[config.mk]
export PLATFORM = sky130hd
export DESIGN_NAME = mem_stage
export DESIGN_NICKNAME = d
export VERILOG_FILES = /design/src/rtl/mem_stage.sv
export SDC_FILE = /design/constraint.sdc
export NUM_CORES = 1
export LEC_CHECK = 0
export ABC_AREA = 1
export CAP_MARGIN = 5
export CORE_MARGIN = 2
export CORE_UTILIZATION = 40
export CTS_CLUSTER_SIZE = 40
export DETAILED_ROUTE_END_ITERATION = 7
export PLACE_DENSITY = 0.77
export SKIP_LAST_GASP = 1
export SLEW_MARGIN = 20
export SYNTH_ARGS = -nofsm -noshare
export SYNTH_HDL_FRONTEND = slang
export SYNTH_SLANG_ARGS = --single-unit
[constraint.sdc]
create_clock -name clk -period 2.4 [get_ports clk]
set_input_delay 0.24 -clock clk [delete_from_list [all_inputs] [get_ports clk]]
set_output_delay 0.24 -clock clk [all_outputs]
set_load 0.005 [all_outputs]
[src/rtl/mem_stage.sv]
// mem_stage: memory-access stage of the 5-stage integer pipeline.
//   Non-memory instructions pass their ALU result through with 1-cycle latency.
//   Loads and stores run over a req/gnt/rvalid bus. The stage stalls upstream
//   while a bus transaction is outstanding.
//
// Ports:
//   clk, rst                 clock, synchronous active-high reset
//   ex_mem_reg_*_i           instruction from ex_mem_reg (valid, op_c, store data,
//                            mem_op, destination register)
//   dmem_req/we/addr/be/wdata_o, dmem_gnt/rvalid/rdata_i   data-memory bus
//   mem_op_c_o, mem_reg_waddr_o, mem_valid_o               result to mem_wb_reg
//   mem_stall_o              hold request to the hazard unit
//   mem_misalign_o           misaligned-access flag (only with MEM_MISALIGN_CHECK_EN)
//
// Optional feature: define MEM_MISALIGN_CHECK_EN to trap misaligned half/word
// accesses. Such an access completes in one cycle with no bus request.
module mem_stage #(
   parameter int AW = 32,
   parameter int DW = 32
) (
   input  logic          clk,
   input  logic          rst,
   input  logic          ex_mem_reg_valid_i,
   input  logic [31:0]   ex_mem_reg_op_c_i,
   input  logic [DW-1:0] ex_mem_reg_store_data_i,
   input  logic [3:0]    ex_mem_reg_mem_op_i,
   input  logic [4:0]    ex_mem_reg_reg_waddr_i,
   output logic          dmem_req_o,
   output logic          dmem_we_o,
   output logic [AW-1:0] dmem_addr_o,
   output logic [3:0]    dmem_be_o,
   output logic [DW-1:0] dmem_wdata_o,
   input  logic          dmem_gnt_i,
   input  logic          dmem_rvalid_i,
   input  logic [DW-1:0] dmem_rdata_i,
`ifdef MEM_MISALIGN_CHECK_EN
   output logic          mem_misalign_o,
`endif
   output logic [31:0]   mem_op_c_o,
   output logic [4:0]    mem_reg_waddr_o,
   output logic          mem_valid_o,
   output logic          mem_stall_o
);

   typedef enum logic [1:0] {IDLE, REQ, RESP} state_t;

   localparam logic [3:0] OP_LB  = 4'b0001;
   localparam logic [3:0] OP_LH  = 4'b0010;
   localparam logic [3:0] OP_LW  = 4'b0011;
   localparam logic [3:0] OP_LBU = 4'b0100;
   localparam logic [3:0] OP_LHU = 4'b0101;
   localparam logic [3:0] OP_SB  = 4'b1000;
   localparam logic [3:0] OP_SH  = 4'b1001;
   localparam logic [3:0] OP_SW  = 4'b1010;

   function automatic logic is_load(input logic [3:0] op);
      return op inside {OP_LB, OP_LH, OP_LW, OP_LBU, OP_LHU};
   endfunction

   function automatic logic is_store(input logic [3:0] op);
      return op inside {OP_SB, OP_SH, OP_SW};
   endfunction

   function automatic logic is_misaligned(input logic [3:0] op, input logic [1:0] a);
      return ((op inside {OP_LH, OP_LHU, OP_SH}) && a[0]) ||
             ((op inside {OP_LW, OP_SW}) && (a != 2'b00));
   endfunction

   // Select byte/half from the returned word and extend to 32 bits.
   function automatic logic [31:0] load_fmt(input logic [3:0] op, input logic [1:0] a,
                                            input logic [31:0] d);
      logic [7:0]  b;
      logic [15:0] h;
      logic [31:0] r;
      b = d[8*a +: 8];
      h = a[1] ? d[31:16] : d[15:0];
      case (op)
         OP_LB:   r = {{24{b[7]}}, b};
         OP_LBU:  r = {24'h0, b};
         OP_LH:   r = {{16{h[15]}}, h};
         OP_LHU:  r = {16'h0, h};
         default: r = d;
      endcase
      return r;
   endfunction

   state_t      state_q, state_d;
   logic [31:0] addr_q, addr_d;
   logic [31:0] sdata_q, sdata_d;
   logic [3:0]  op_q, op_d;
   logic [4:0]  waddr_q, waddr_d;
   logic [31:0] op_c_q, op_c_d;
   logic [4:0]  wb_waddr_q, wb_waddr_d;
   logic        valid_q, valid_d;
   logic        misalign_q, misalign_d;

   logic in_mem;   // incoming instruction will occupy the bus
   logic in_trap;  // incoming instruction is a trapped misaligned access

   always_comb begin
      in_trap = 1'b0;
`ifdef MEM_MISALIGN_CHECK_EN
      in_trap = (is_load(ex_mem_reg_mem_op_i) || is_store(ex_mem_reg_mem_op_i)) &&
                is_misaligned(ex_mem_reg_mem_op_i, ex_mem_reg_op_c_i[1:0]);
`endif
      in_mem = (is_load(ex_mem_reg_mem_op_i) || is_store(ex_mem_reg_mem_op_i)) && !in_trap;
   end

   always_comb begin
      state_d    = state_q;
      addr_d     = addr_q;
      sdata_d    = sdata_q;
      op_d       = op_q;
      waddr_d    = waddr_q;
      op_c_d     = op_c_q;       // result holds between completions
      wb_waddr_d = 5'd0;         // bubble writes to x0
      valid_d    = 1'b0;
      misalign_d = 1'b0;
      case (state_q)
         IDLE: begin
            if (ex_mem_reg_valid_i) begin
               addr_d  = ex_mem_reg_op_c_i;
               sdata_d = ex_mem_reg_store_data_i;
               op_d    = ex_mem_reg_mem_op_i;
               waddr_d = ex_mem_reg_reg_waddr_i;
               if (in_mem) begin
                  state_d = REQ;
               end else if (in_trap) begin
                  valid_d    = 1'b1;
                  misalign_d = 1'b1;
               end else begin
                  op_c_d     = ex_mem_reg_op_c_i;
                  wb_waddr_d = ex_mem_reg_reg_waddr_i;
                  valid_d    = 1'b1;
               end
            end
         end
         REQ: begin
            if (dmem_gnt_i) begin
               if (op_q[3]) begin
                  valid_d = 1'b1;
                  state_d = IDLE;
               end else begin
                  state_d = RESP;
               end
            end
         end
         RESP: begin
            if (dmem_rvalid_i) begin
               op_c_d     = load_fmt(op_q, addr_q[1:0], dmem_rdata_i);
               wb_waddr_d = waddr_q;
               valid_d    = 1'b1;
               state_d    = IDLE;
            end
         end
         default: state_d = IDLE;
      endcase
   end

   always_ff @(posedge clk) begin
      if (rst) begin
         state_q    <= IDLE;
         addr_q     <= '0;
         sdata_q    <= '0;
         op_q       <= '0;
         waddr_q    <= '0;
         op_c_q     <= '0;
         wb_waddr_q <= '0;
         valid_q    <= 1'b0;
         misalign_q <= 1'b0;
      end else begin
         state_q    <= state_d;
         addr_q     <= addr_d;
         sdata_q    <= sdata_d;
         op_q       <= op_d;
         waddr_q    <= waddr_d;
         op_c_q     <= op_c_d;
         wb_waddr_q <= wb_waddr_d;
         valid_q    <= valid_d;
         misalign_q <= misalign_d;
      end
   end

   // Bus outputs come only from latched state, so they are stable for the
   // whole REQ phase regardless of what upstream presents meanwhile.
   always_comb begin
      dmem_req_o   = 1'b0;
      dmem_we_o    = 1'b0;
      dmem_addr_o  = '0;
      dmem_be_o    = 4'b0000;
      dmem_wdata_o = '0;
      if (state_q == REQ) begin
         dmem_req_o  = 1'b1;
         dmem_we_o   = op_q[3];
         dmem_addr_o = {addr_q[AW-1:2], 2'b00};
         case (op_q)
            OP_SB: begin
               dmem_be_o    = 4'b0001 << addr_q[1:0];
               dmem_wdata_o = {4{sdata_q[7:0]}};
            end
            OP_SH: begin
               dmem_be_o    = addr_q[1] ? 4'b1100 : 4'b0011;
               dmem_wdata_o = {2{sdata_q[15:0]}};
            end
            OP_SW: begin
               dmem_be_o    = 4'b1111;
               dmem_wdata_o = sdata_q;
            end
            default: dmem_be_o = 4'b1111;  // loads fetch the whole word
         endcase
      end
   end

   assign mem_stall_o     = !rst && ((state_q != IDLE) || (ex_mem_reg_valid_i && in_mem));
   assign mem_op_c_o      = op_c_q;
   assign mem_reg_waddr_o = wb_waddr_q;
   assign mem_valid_o     = valid_q;
`ifdef MEM_MISALIGN_CHECK_EN
   assign mem_misalign_o  = misalign_q;
`endif

endmodule

# Word-level counts from Yosys, hierarchy flattened
# Index checks and enable logic that the tools add are counted.
dict set report word_totals {
  output_inout_bits 109
  wordCells 75
  reg_bits 113
  in_bits 110
}
dict set report op_classes {
  n_eq_ne 22
  shift 2
  mux 30
  reduce_logical 13
}
# cell count
set ops {}
lappend ops {{$mux W32} 5}
lappend ops {{$pmux W32 S4} 1}
lappend ops {{$pmux W32 S3} 1}
lappend ops {{$pmux W32 S2} 1}
lappend ops {{$shiftx A32 B6 Y8} 1}
lappend ops {{$eq A4 B4 Y1 const B} 6}
lappend ops {{$eq A4 B3 Y1 const B} 4}
lappend ops {{$mux W16} 1}
lappend ops {{$mux W5} 3}
lappend ops {{$eq A4 B2 Y1 const B} 3}
lappend ops {{$mux W2} 5}
lappend ops {{$ne A2 B2 Y1 const B} 5}
lappend ops {{$pmux W5 S2} 1}
lappend ops {{$eq A4 B1 Y1 const B} 2}
lappend ops {{$mux W4} 2}
lappend ops {{$pmux W4 S2} 1}
lappend ops {{$reduce_and A4 Y1} 2}
lappend ops {{$mux W1} 7}
lappend ops {{$pmux W2 S3} 1}
lappend ops {{$reduce_bool A5 Y1} 1}
lappend ops {{$reduce_bool A2 Y1} 2}
lappend ops {{$shl A1 B2 Y4 const A} 1}
lappend ops {{$pmux W1 S3} 1}
lappend ops {{$reduce_bool A3 Y1} 1}
lappend ops {{7 further kinds} 9}

# Depth between registers and ports, before layout
dict set report logic_depth {
  ltp_word 6
  mapped_depth 11
  depth_no_buf 10
}

# Least setup slack after synthesis
# OpenSTA, ideal clock, no wires.
dict set report synth_path {
  kind {reg-to-output}
  startpoint {register op_q[2]}
  endpoint {output port dmem_wdata_o[10]}
  stages_incl_launch_ff 9
  arrival_ps 1275
  t_required_ps 2160
  n_path_buf 1
  path_slack_ps 885
  cell_sequence {dfxtp_1 > inv_1 > nand2_1 > nor2_1 > clkbuf_1 > nand2_1 > nand2_1 > nand2_1 > inv_1}
}
dict set report synth_via {
  elab_chain_len 3
  word_cells_on_any_way 5
  classes_between {eq/ne (3); mux (2)}
}
# element line
set synth_lines {}
lappend synth_lines {{start: declaration} 90} ;# logic [3:0] op_q, op_d;
lappend synth_lines {{start signal: assignment} 175} ;# op_q <= op_d;
lappend synth_lines {{$eq A4 B4 Y1} 196} ;# case (op_q)
lappend synth_lines {{$pmux W32 S3 *} 196}
lappend synth_lines {{$mux W32 *} 192} ;# if (state_q == REQ) begin
lappend synth_lines {{end: declaration} 32} ;# output logic [DW-1:0] dmem_wdata_o,
# Every way passes the cells marked *; elsewhere a longest branch is shown, timed or not.

# Worst setup path in the final report
dict set report layout_path {
  startpoint {register op_q[0]}
  endpoint {output port dmem_wdata_o[18]}
}
# The elaborated chain is that of the path after synthesis.

==> results.cfg <==
[run_status]
status = complete, no violations

[setup_path]
crit_buf_inv = 2
cp_slowest_cell = clkdlybuf4s50_1
end_kind = primary output
reg2reg_to = mem_op_c_o[16]
path_delay_family = buffers and inverters
cp_cell_sequence = inv_1 > nand2_1 > nor2_4 > o21ai_4 > nor2_1 > a32o_1 > clkdlybuf4s50_1
cp-start-kind = flop
crit_fanout = 8
crit_cells = 7
critical_path_class = reg -> out
r2r_setup_slack_ps = 600
crit_arrival_ps = 2090
timing.rr.start = state_q[1]
reg2regPathDepth = 8
cp.required_ps = 2160
cpPeakStageDelay_ps = 450

[yosys]
synth-simple-area-share_pct = 32.3
synth_top_flop_cell = dfxtp_1
synth-edff-count = 0
syn_area_mm2 = 0.00616
synth-seq-cells = 113
ys_types = 29
synthAdderAreaFrac_pct = 0
syn_area_per_cell_um2 = 6.19
ys_seq_area_share_pct = 36.7
yosys.area_share.xor_xnor_pct = 0
async_flop_share_pct = 0
syn_inst = 995
synth_compound_area_share_pct = 18.0
synth.area.mux_share_pct = 0
synth_top_family_by_area = simple AND/OR/NAND/NOR gates
synth.yosys.warnings = 0

[sta]
period_share_pct = 96.9
drv_slew = 0
hold_ws_ps = 428
finalSetupViolations = 0
hold_viol = 0
fmax_mhz = 430
rsz0062_at_grt = true
post-route-min-period_ps = 2330
fin_skew_ps = 9.32

[finish]
antenna_cells = 0
nets = 1303
instances_no_fill = 1394
mostFrequentLayoutCell = nand2_1
syn_to_final_growth_pct = 50.7
final_util_pct = 61.3
drive_gt1_share_pct = 9.70
layout_common_cells = nand2_1, clkdlybuf4s50_1, inv_1
design_area_mm2 = 0.00929

[clock_tree]
cts_sinks = 113
cts_tree = yes
cts_hold_buffers = 0
clk_pin_slew_ps = 50
numCtsBuffers = 17
insertion_delay_ps = 420
htree_levels = 4
cts-root-buf = clkbuf_16
clockBufferDepth = 2
cts_setup_buffers = 0

[die]
floorplan.initialDensity_pct = 40.7
die-area_mm2 = 0.0164
core-area_mm2 = 0.0151
pin_count = 219
die_h_um = 128
rows = 45
die_w_um = 128

[placed_design]
hpwl_um = 14100
numPortBuffers = 216
placed_cells = 1360
gp_congestion = 0.910
placed_area_mm2 = 0.00849

[min_path]
hold_start = ex_mem_reg_reg_waddr_i[1]
worstHoldPathCells = 3
hp-class = in -> reg
hold_end = waddr_q[1]

[drt]
drt.antenna.violating_nets = 0
drt_iter0_markers = 486
drt_wl_total_um = 20200
drc = 0
num_vias = 6908
drt-wirelength-per-cell_um = 14.5
first_pass_iters = 6
drt-vias-per-instance = 4.96

[power]
ir_drop_v = 0.000471
p_leak_nw = 4.25
p_per_area_mw_per_mm2 = 711

[global_routing]
grt_pass1_wl_um = 31200
grt_max_degree = 94
grt-ovfl-total = 0
grt_pass1_vias = 6201
antenna_found_initial = 1
grt_usage_pct = 24.1

[run]
max-cap-violations = 0
==> Yosys cell counts, types with 3 or more instances <==
cell	instances	area, um2
or2_2	19	119
inv_1	132	495
nand2_1	276	1040
a21oi_1	80	400
buf_1	5	18.8
nor2_1	122	458
a21oi_2	10	87.6
o211ai_1	7	52.6
clkbuf_1	40	150
dfxtp_1	113	2260
buf_2	10	50.1
inv_2	5	18.8
nand4_1	9	56.3
o21ai_0	82	410
buf_4	5	37.5
a32o_1	8	80.1
nor2_2	3	18.8
nand3_1	52	260
a32oi_1	5	43.8
==> per-layer routing <==
metal | track usage, % | share of wire (%)
met4 | 8.27 | 2.1
met3 | 6.84 | 8.1
met5 | 0 | 0.079
met1 | 30.8 | 43
met2 | 39.1 | 46
==> what timing repair did <==
action	in CTS	in global routing
gates resized for setup	3	39
cloned	0	2
pin swaps	0	4
endpoints found under the setup margin	25	29
==> where the power goes <==
group | switching, W | internal [W]
combinational | 0.000880 | 0.000691
sequential | 0.000105 | 0.00209
clock | 0.000913 | 0.00193
total | 0.00190 | 0.00470
==> cell families after synthesis <==
logic type      count (synthesis)
compound gates                195
buf+inv                       200
flops                         113
other cells                     1
simple gates                  486
==> stage by stage <==
step / TNS (ps) / power, W / worst slack (ps)
floorplan: 0 / 0.00308 / 885
global route: -532 / 0.00693 / -48.4
CTS: -14.0 / 0.00661 / -10.4
finish: 0 / 0.00660 / 73.3
global placement: 0 / 0.00373 / 300
detailed placement: 0 / 0.00375 / 265
==> how the worst max path moves through the flow <==
stage	startpoint	end	slack, ps
6_report	op_q[0]	dmem_wdata_o[18]	70
5_1_grt	op_q[0]	dmem_wdata_o[11]	-50
4_1_cts	op_q[3]	dmem_wdata_o[15]	-10
3_5_place_dp	op_q[2]	dmem_wdata_o[19]	260
3_3_place_gp	op_q[2]	dmem_wdata_o[20]	300
2_1_floorplan	op_q[2]	dmem_wdata_o[10]	890
==> worst register-to-register path, cell delays in order (launching register included) <==
cell and delay, ps:
dfxtp_1 410, nor2_2 110, nand2_4 190, inv_2 160, o22ai_4 310, buf_4 290
nand2_1 90, nand2_1 70, a21oi_1 50
==> area by class of cell <==
cell class,count,area [um2]
well taps,188,235
clock buffers,20,467
fillers,1412,5860
repair buffers,240,2420
multi-input cells,683,3170
inverters,138,520
flip-flops and latches,113,2270
clock inverters,12,204
==> state kept, by name, summed over array words and instances, names as in the netlist <==
| signal | flops |
|---|---|
| addr_q | 32 |
| mem_op_c_o | 32 |
| waddr_q | 5 |
| sdata_q | 32 |
| state_q | 2 |
| mem_reg_waddr_o | 5 |
| mem_valid_o | 1 |
| op_q | 4 |
(Power assumes the default switching activity.)
